<file path="config.mk">
export PLATFORM = sky130hd
export DESIGN_NAME = bcd_scan_control
export DESIGN_NICKNAME = d
export VERILOG_FILES = /design/src/rtl/bcd_scan_control.sv
export SDC_FILE = /design/constraint.sdc
export NUM_CORES = 1
export LEC_CHECK = 0
export ABC_AREA = 1
export CAP_MARGIN = 20
export CORE_MARGIN = 2
export CORE_UTILIZATION = 29
export DETAILED_ROUTE_END_ITERATION = 10
export GPL_TIMING_DRIVEN = 0
export PLACE_DENSITY = 0.84
export SLEW_MARGIN = 20
export SYNTH_ARGS = -nofsm -noshare
export SYNTH_HDL_FRONTEND = slang
export SYNTH_SLANG_ARGS = --single-unit
</file>
<file path="constraint.sdc">
create_clock -name refresh_clock -period 2.4 [get_ports refresh_clock]
set_clock_uncertainty 0.05 [all_clocks]
set_input_delay 0.24 -clock refresh_clock [delete_from_list [all_inputs] [get_ports refresh_clock]]
set_output_delay 0.24 -clock refresh_clock [all_outputs]
set_load 0.005 [all_outputs]
</file>
<file path="src/rtl/bcd_scan_control.sv">
// Eight-digit multiplexed display scan: prescaled position counter,
// active-low anode select and nibble mux. Optional blanking: BLANK_EN.
//
// Ports:
//   refresh_clock  - sole clock, rising edge
//   reset          - synchronous, active-high
//   digit1..digit8 - nibbles for positions 0..7
//   digit_en       - per-position enable (only with BLANK_EN)
//   refreshcounter - current scan position
//   anode          - active-low digit select, one bit low
//   one_digit      - nibble of the selected position
module bcd_scan_control #(
  parameter int DIV_W = 0
) (
  input  logic       refresh_clock,
  input  logic       reset,
  input  logic [3:0] digit1,
  input  logic [3:0] digit2,
  input  logic [3:0] digit3,
  input  logic [3:0] digit4,
  input  logic [3:0] digit5,
  input  logic [3:0] digit6,
  input  logic [3:0] digit7,
  input  logic [3:0] digit8,
  input  logic [7:0] digit_en,
  output logic [2:0] refreshcounter,
  output logic [7:0] anode,
  output logic [3:0] one_digit
);

  logic       tick;
  logic [7:0] sel_n;
  logic [3:0] mux_digit;

  // Prescaler starts from zero after reset, so the first
  // advance always comes a full period later.
  generate
    if (DIV_W > 0) begin : g_pre
      logic [DIV_W-1:0] prescaler;

      always_ff @(posedge refresh_clock) begin
        if (reset) prescaler <= '0;
        else       prescaler <= prescaler + 1'b1;
      end

      assign tick = &prescaler;
    end else begin : g_nopre
      assign tick = 1'b1;
    end
  endgenerate

  always_ff @(posedge refresh_clock) begin
    if (reset)     refreshcounter <= 3'd0;
    else if (tick) refreshcounter <= refreshcounter + 3'd1;
  end

  // Both outputs decode the same counter value, so they
  // can never point at different positions.
  assign sel_n = ~(8'b1 << refreshcounter);

  always_comb begin
    mux_digit = digit1;
    unique case (refreshcounter)
      3'd0: mux_digit = digit1;
      3'd1: mux_digit = digit2;
      3'd2: mux_digit = digit3;
      3'd3: mux_digit = digit4;
      3'd4: mux_digit = digit5;
      3'd5: mux_digit = digit6;
      3'd6: mux_digit = digit7;
      3'd7: mux_digit = digit8;
      default: mux_digit = digit1;
    endcase
  end

`ifdef BLANK_EN
  logic pos_en;

  assign pos_en = digit_en[refreshcounter];

  // Disabled positions keep their time slot but light nothing.
  always_comb begin
    anode     = sel_n;
    one_digit = mux_digit;
    if (!pos_en) begin
      anode     = 8'hFF;
      one_digit = 4'hF;
    end
  end
`else
  logic unused_en;

  assign unused_en = ^digit_en;
  assign anode     = sel_n;
  assign one_digit = mux_digit;
`endif

endmodule

</file>
==> qor.yml, run 1 <==
r2r-start: "refreshcounter[2]$_SDFF_PP0_"
clk_lat_worst_skew_ns: 0.23
timing.reg2reg.worst_path_depth: 4
max_clock_freq_ghz: 0.440
synth_most_common_cell: "sky130_fd_sc_hd__nand2_1"
synthesized_area_divided_by_synthesized_cell_count_um2: 5.76
worst_slew_margin_rel_pct: 77.3
yosysSeqAreaShare_pct: 11.7
postSynthNetCount: 137
wl_per_cell_um: 11.7
post_cts.repair.setup_buffers: 0
footprint_of_the_multi_input_gates_um2: 384
area_of_the_die_um2: 2120
ant_nets: 0
pwr-share-comb_pct: 56.9
initial_utilization_pct: 30.4
cp.arrival_ns: 1.98
seq_power_share_pct: 17.3
path_max_fanout: 8
ctsRootBufferMaster: "sky130_fd_sc_hd__clkbuf_4"
post-synth-top-area-cell: "sky130_fd_sc_hd__nand3_1"
tritoncts_clock_tree: "built"
final.min_clock_period_ns: 2.27
timing.final.crit_share_pct: 94.8
crit_path_launch_type: "register"
grt.total_usage_pct: 16.0
syn_inst: 89
largest_register_ffs: 3
netlist_top_cells_area: "sky130_fd_sc_hd__nand3_1 (20%), sky130_fd_sc_hd__nand2_1 (18%), sky130_fd_sc_hd__ha_1 (15%)"
first_pass_iteration_count_of_the_detailed_router: 4
synth_top_cell_area_share_pct: 19.5
finalWirelength_um: 1850
drt_first_iter_violations: 22
antenna_diodes: 0
holdCritPathClass: "register to register"
worstReg2RegEnd: "refreshcounter[2]$_SDFF_PP0_"
synthesis.area_um2: 513
fp.coreArea_um2: 1690
switching_share_pct: 30.1
timing.setup.critical_path_class: "register to output pin"
p_sw_uw: 102
cts.htree.levels: 1
remaining_drc_errors: 0
final-instance-count-excl-fill: 158
total_number_of_vias: 759
holdPathEnd: "refreshcounter[0]$_SDFF_PP0_"
crit_buf_inv: 3
irDropWorstVdd_uv: 313
reg2reg_setup_slack_ns: 1.34
power.static_leakage_uw: 0.000493
maxcap_violations: 0
report.final.slew_viol_count: 0
area.growth.synth_to_final_pct: 104
hpwl_um: 1520
die_x_um: 46.1
layout_top_registers: "refreshcounter (3)"
worst-slew-pin-transition_ns: 0.340
slowest_stage: "sky130_fd_sc_hd__clkdlybuf4s50_1"
vias_in_the_first_global_route: 647
totalNegativeSetupSlack_ns: 0
grt_pass1_wl_um: 2500
detail_routed_via_count_per_cell: 4.80
synth_common_cells: "sky130_fd_sc_hd__nand2_1 (25), sky130_fd_sc_hd__nand3_1 (20), sky130_fd_sc_hd__nor2_1 (13), sky130_fd_sc_hd__inv_1 (9), sky130_fd_sc_hd__ha_1 (6)"
result_of_the_run: "completed"
initial_antenna_violation_count: 0
fin_nets: 190
worst_path_largest_cell_delay_ns: 0.50
seqCellArea_um2: 60.1
post_synth_edffs: 0
synthArstFlopShare_pct: 0
synthDistinctLibCells: 11
whs_path_depth: 1
place_congestion: 0.737
layout.filler_cells: 148
grt_overflow_total: 0
regMostFlops: "refreshcounter"
path_delay_family: "buffers and inverters"
io-pin-count: 57
cts.sink_count: 3
share_of_cells_above_drive_strength_1_pct: 9.93
tritoncts_buffers: 3
synthFlopType: "sky130_fd_sc_hd__dfxtp_1"
vertical_extent_of_the_die_um: 46.1
cellInternalPower_uw: 238
ys_seq_elements: 3
synth-warning-count: 0
maximum_number_of_pins_on_one_net_before_global_route_repair: 11
floorplan.rows: 15
post_cts.resized_instances: 0
power.total_uw: 341
rsz0062_at_grt: "false"
clockBufferDepth: 2
cp_data_required_time_ns: 2.11
total_power_per_unit_cell_area_nw_per_um2: 326
number_of_setup_violations_in_the_final_report: 0
holdBufCountCts: 0
clk_transition_reported_paths_ns: 0.04
min_from: "refreshcounter[0]$_SDFF_PP0_"
crit_path_end_kind: "output pin"
power.share.clock_pct: 25.8
hold_viol: 0
dp.cells: 154
worst_path_cell_chain: "buf_6 > inv_4 > ha_1 > nor2_2 > nand4_1 > nand3_1 > clkdlybuf4s50_1"
place.port_buffers: 48
-- power by group through the flow --
stage	clock (uW)	sequential, uW	combinational, uW
2_1_floorplan	0	59.6	74.2
5_1_grt	98.0	59.5	211
6_report	87.9	58.8	194
3_3_place_gp	0	59.6	189
4_1_cts	93.4	58.9	193
3_5_place_dp	0	59.7	192
-- stage by stage --
| stage | hold WS (ns) | cell area (um^2) | util [%] | setup WS (ns) |
|---|---|---|---|---|
| after global routing | 0.470 | 1050 | 61.9 | 0.0122 |
| after CTS | 0.448 | 1040 | 61.6 | 0.0490 |
| after detailed placement | 0.443 | 1010 | 60.1 | 0.299 |
| after floorplan | 0.257 | 513 | - | 0.929 |
| after global placement | 0.414 | 1010 | 60.1 | 0.353 |
| final | 0.432 | 1050 | 61.9 | 0.126 |
-- cell type report --
| type | count | area share [%] |
|---|---|---|
| Timing Repair Buffer | 48 | 45.9 |
| Multi-Input combinational cell | 73 | 36.7 |
| Sequential cell | 3 | 5.74 |
| Inverter | 10 | 3.83 |
| Buffer | 3 | 3.23 |
| Clock buffer | 4 | 2.51 |
| Tap cell | 17 | 2.03 |
-- layout by cell type (no fill, tap or decap), drive strengths merged --
| cell type | synthesis | layout |
|---|---|---|
| buf | 3 | 3 |
| clkbuf | 0 | 4 |
| clkdlybuf4s50 | 0 | 48 |
| dfxtp | 3 | 3 |
| ha | 6 | 6 |
| inv | 10 | 10 |
| nand2 | 26 | 26 |
| nand3 | 20 | 20 |
| nand4 | 4 | 4 |
| nor2 | 17 | 17 |
-- per-layer routing --
metal | wire length [um] | GRT usage, % | vias up
met5 | 0 | 0 | -
met4 | 0 | 3.43 | 0
met3 | 215 | 3.53 | 0
met2 | 885 | 28.1 | 36
met1 | 744 | 19.8 | 332
li1 | - | - | 391
-- how the worst max path moves through the flow --
| stage | cells after the start | endpoint | from |
|---|---|---|---|
| 6_report | 7 | one_digit[3] | refreshcounter[2]$_SDFF_PP0_ |
| 5_1_grt | 7 | one_digit[2] | refreshcounter[2]$_SDFF_PP0_ |
| 2_1_floorplan | 6 | one_digit[0] | refreshcounter[2]$_SDFF_PP0_ |
| 3_3_place_gp | 6 | one_digit[3] | refreshcounter[0]$_SDFF_PP0_ |
| 4_1_cts | 6 | one_digit[3] | refreshcounter[0]$_SDFF_PP0_ |
| 3_5_place_dp | 6 | one_digit[3] | refreshcounter[0]$_SDFF_PP0_ |
-- cells by family (layout without fill, tap and decap cells) --
family                   count (synthesis)  in the layout  synth area share (%)
AND/OR/NAND/NOR                         67             67                  59.3
buffers and inverters                   13             65                  14.4
adder cells (fa/ha/maj)                  6              6                  14.6
flip-flops                               3              3                  11.7
No activity file was read; power rests on OpenSTA's default activity.
==> run 2, diff against run 1 <==
--- a/config.mk
+++ b/config.mk
@@ -10,8 +10,9 @@
 export CORE_MARGIN = 2
 export CORE_UTILIZATION = 29
 export DETAILED_ROUTE_END_ITERATION = 10
-export GPL_TIMING_DRIVEN = 0
+export GPL_TIMING_DRIVEN = 1
 export PLACE_DENSITY = 0.84
+export RECOVER_POWER = 25
 export SLEW_MARGIN = 20
 export SYNTH_ARGS = -nofsm -noshare
 export SYNTH_HDL_FRONTEND = slang
==> qor.yml, run 2 (same netlist as run 1, synthesis figures left out) <==
total_power_per_unit_cell_area_nw_per_um2: 325
timing.final.crit_share_pct: 92.3
critical_path_cell_count: 6
rsz0062_at_grt: "false"
regMostFlops: "refreshcounter"
area.growth.synth_to_final_pct: 102
largest_register_ffs: 3
initial_utilization_pct: 30.4
hold_viol: 0
worstReg2RegEnd: "refreshcounter[2]$_SDFF_PP0_"
timing.reg2reg.worst_path_depth: 3
area_of_the_die_um2: 2120
detail_routed_via_count_per_cell: 4.76
remaining_drc_errors: 0
cts.sink_count: 3
worst_path_cell_chain: "ha_1 > ha_1 > nor2_4 > nand4_1 > nand3_1 > clkdlybuf4s50_1"
final-instance-count-excl-fill: 156
crit_path_launch_type: "register"
worst-slew-pin-transition_ns: 0.395
irDropWorstVdd_uv: 245
post_cts.repair.setup_buffers: 0
vertical_extent_of_the_die_um: 46.1
result_of_the_run: "completed"
layout_top_registers: "refreshcounter (3)"
reg2reg_setup_slack_ns: 1.36
cp_data_required_time_ns: 2.11
cts.htree.levels: 1
die_x_um: 46.1
io-pin-count: 57
clockBufferDepth: 2
path_delay_family: "adder cells"
crit_end: "one_digit[3]"
totalNegativeSetupSlack_ns: 0
vias_in_the_first_global_route: 611
layout.filler_cells: 151
timing.setup.critical_path_class: "register to output pin"
total_number_of_vias: 743
place_congestion: 0.754
slowest_stage: "sky130_fd_sc_hd__clkdlybuf4s50_1"
floorplan.rows: 15
crit_path_end_kind: "output pin"
grt_overflow_total: 0
power.static_leakage_uw: 0.000481
r2r-start: "refreshcounter[0]$_SDFF_PP0_"
launching_element_of_the_worst_setup_path: "refreshcounter[0]$_SDFF_PP0_"
max_clock_freq_ghz: 0.451
placement.setup.worst_slack_ns: 0.307
clk_lat_worst_skew_ns: 0.23
initial_antenna_violation_count: 0
clk_transition_reported_paths_ns: 0.03
worst_path_most_repeated_cell: "sky130_fd_sc_hd__ha_1"
wl_per_cell_um: 11.3
maximum_number_of_pins_on_one_net_before_global_route_repair: 17
mostFrequentLayoutCell: "sky130_fd_sc_hd__clkdlybuf4s50_1"
drt_first_iter_violations: 14
hpwl_um: 1470
worst_path_largest_cell_delay_ns: 0.50
report.final.slew_viol_count: 0
worst_slew_margin_rel_pct: 73.6
antenna_diodes: 0
tritoncts_buffers: 3
path_max_fanout: 6
min_from: "refreshcounter[0]$_SDFF_PP0_"
crit_buf_inv: 1
tritoncts_clock_tree: "built"
final.setup.worst_slack_ns: 0.185
first_pass_iteration_count_of_the_detailed_router: 4
holdCritPathClass: "register to register"
final.min_clock_period_ns: 2.22
ctsRootBufferMaster: "sky130_fd_sc_hd__clkbuf_4"
fin_nets: 188
grt_pass1_wl_um: 2540
number_of_setup_violations_in_the_final_report: 0
ant_nets: 0
place.port_buffers: 48
maxcap_violations: 0
finalWirelength_um: 1770
layout.cells.most_common_list: "sky130_fd_sc_hd__clkdlybuf4s50_1 (46), sky130_fd_sc_hd__nand2_1 (25), sky130_fd_sc_hd__nand3_1 (20), sky130_fd_sc_hd__nor2_1 (11), sky130_fd_sc_hd__inv_1 (9)"
cp.arrival_ns: 1.93
share_of_cells_above_drive_strength_1_pct: 10.1
grt.total_usage_pct: 17.1
fp.coreArea_um2: 1690
dp.cells: 152
[run 2: changes by cell type in the layout (fill, tap and decap cells not counted)]
cell	change
sky130_fd_sc_hd__buf_4	+1
sky130_fd_sc_hd__buf_6	-3
sky130_fd_sc_hd__clkdlybuf4s50_1	-2
sky130_fd_sc_hd__dlygate4sd3_1	+2
sky130_fd_sc_hd__ha_1	-2
sky130_fd_sc_hd__ha_2	+2
sky130_fd_sc_hd__nor2_2	-2
sky130_fd_sc_hd__nor2_4	+2
[run 2: worst min path at each step]
stage | to | slack, ns | cells past startpoint
6_report | refreshcounter[0]$_SDFF_PP0_ | 0.43 | 1
5_1_grt | refreshcounter[0]$_SDFF_PP0_ | 0.49 | 1
4_1_cts | refreshcounter[0]$_SDFF_PP0_ | 0.44 | 1
3_5_place_dp | refreshcounter[0]$_SDFF_PP0_ | 0.43 | 1
3_3_place_gp | refreshcounter[0]$_SDFF_PP0_ | 0.41 | 1
2_1_floorplan | refreshcounter[0]$_SDFF_PP0_ | 0.26 | 1
[run 2: per-stage QoR]
step	utilization, %	hold WS [ns]	total power (uW)	cell area (um^2)
3_3_place_gp	58.5	0.413	242	988
5_1_grt	61.3	0.486	368	1030
6_report	61.3	0.434	336	1030
2_1_floorplan	-	0.257	134	513
4_1_cts	60.1	0.442	338	1010
3_5_place_dp	58.5	0.434	245	988
[run 2: timing repair]
item                       in CTS  in global routing
hold buffers                    0                  0
resized for setup               0                  6
setup endpoints to repair       0                  4
[run 2: layer usage]
metal  vias to the layer above  routed length [um]  track usage [%]
met5                         -                   0                0
met4                         0                   0             6.86
met1                       321                 720             19.2
met3                         0                 222             7.84
li1                        384                   -                -
met2                        38                 825             27.8
[run 2: area by class of cell]
class | instances | area (um^2) | share of cell area, %
clock buffer | 4 | 26.3 | 2.54
multi-input combinational | 73 | 399 | 38.6
inverter | 10 | 40.0 | 3.87
tap | 17 | 21.3 | 2.06
timing repair buffer | 49 | 488 | 47.2
sequential | 3 | 60.1 | 5.80
[run 2: power by group]
| part | internal, uW | switching, uW | total [uW] |
|---|---|---|---|
| Clock | 62.2 | 25.5 | 87.8 |
| Combinational | 117 | 71.7 | 189 |
| Sequential | 54.5 | 5.10 | 59.6 |
| Total | 234 | 102 | 336 |
[run 2: worst register-to-register path, stage by stage, from the launching register on]
cell and delay (ns):
sky130_fd_sc_hd__dfxtp_1 0.34, sky130_fd_sc_hd__ha_1 0.23, sky130_fd_sc_hd__ha_1 0.27, sky130_fd_sc_hd__nor2_1 0.10
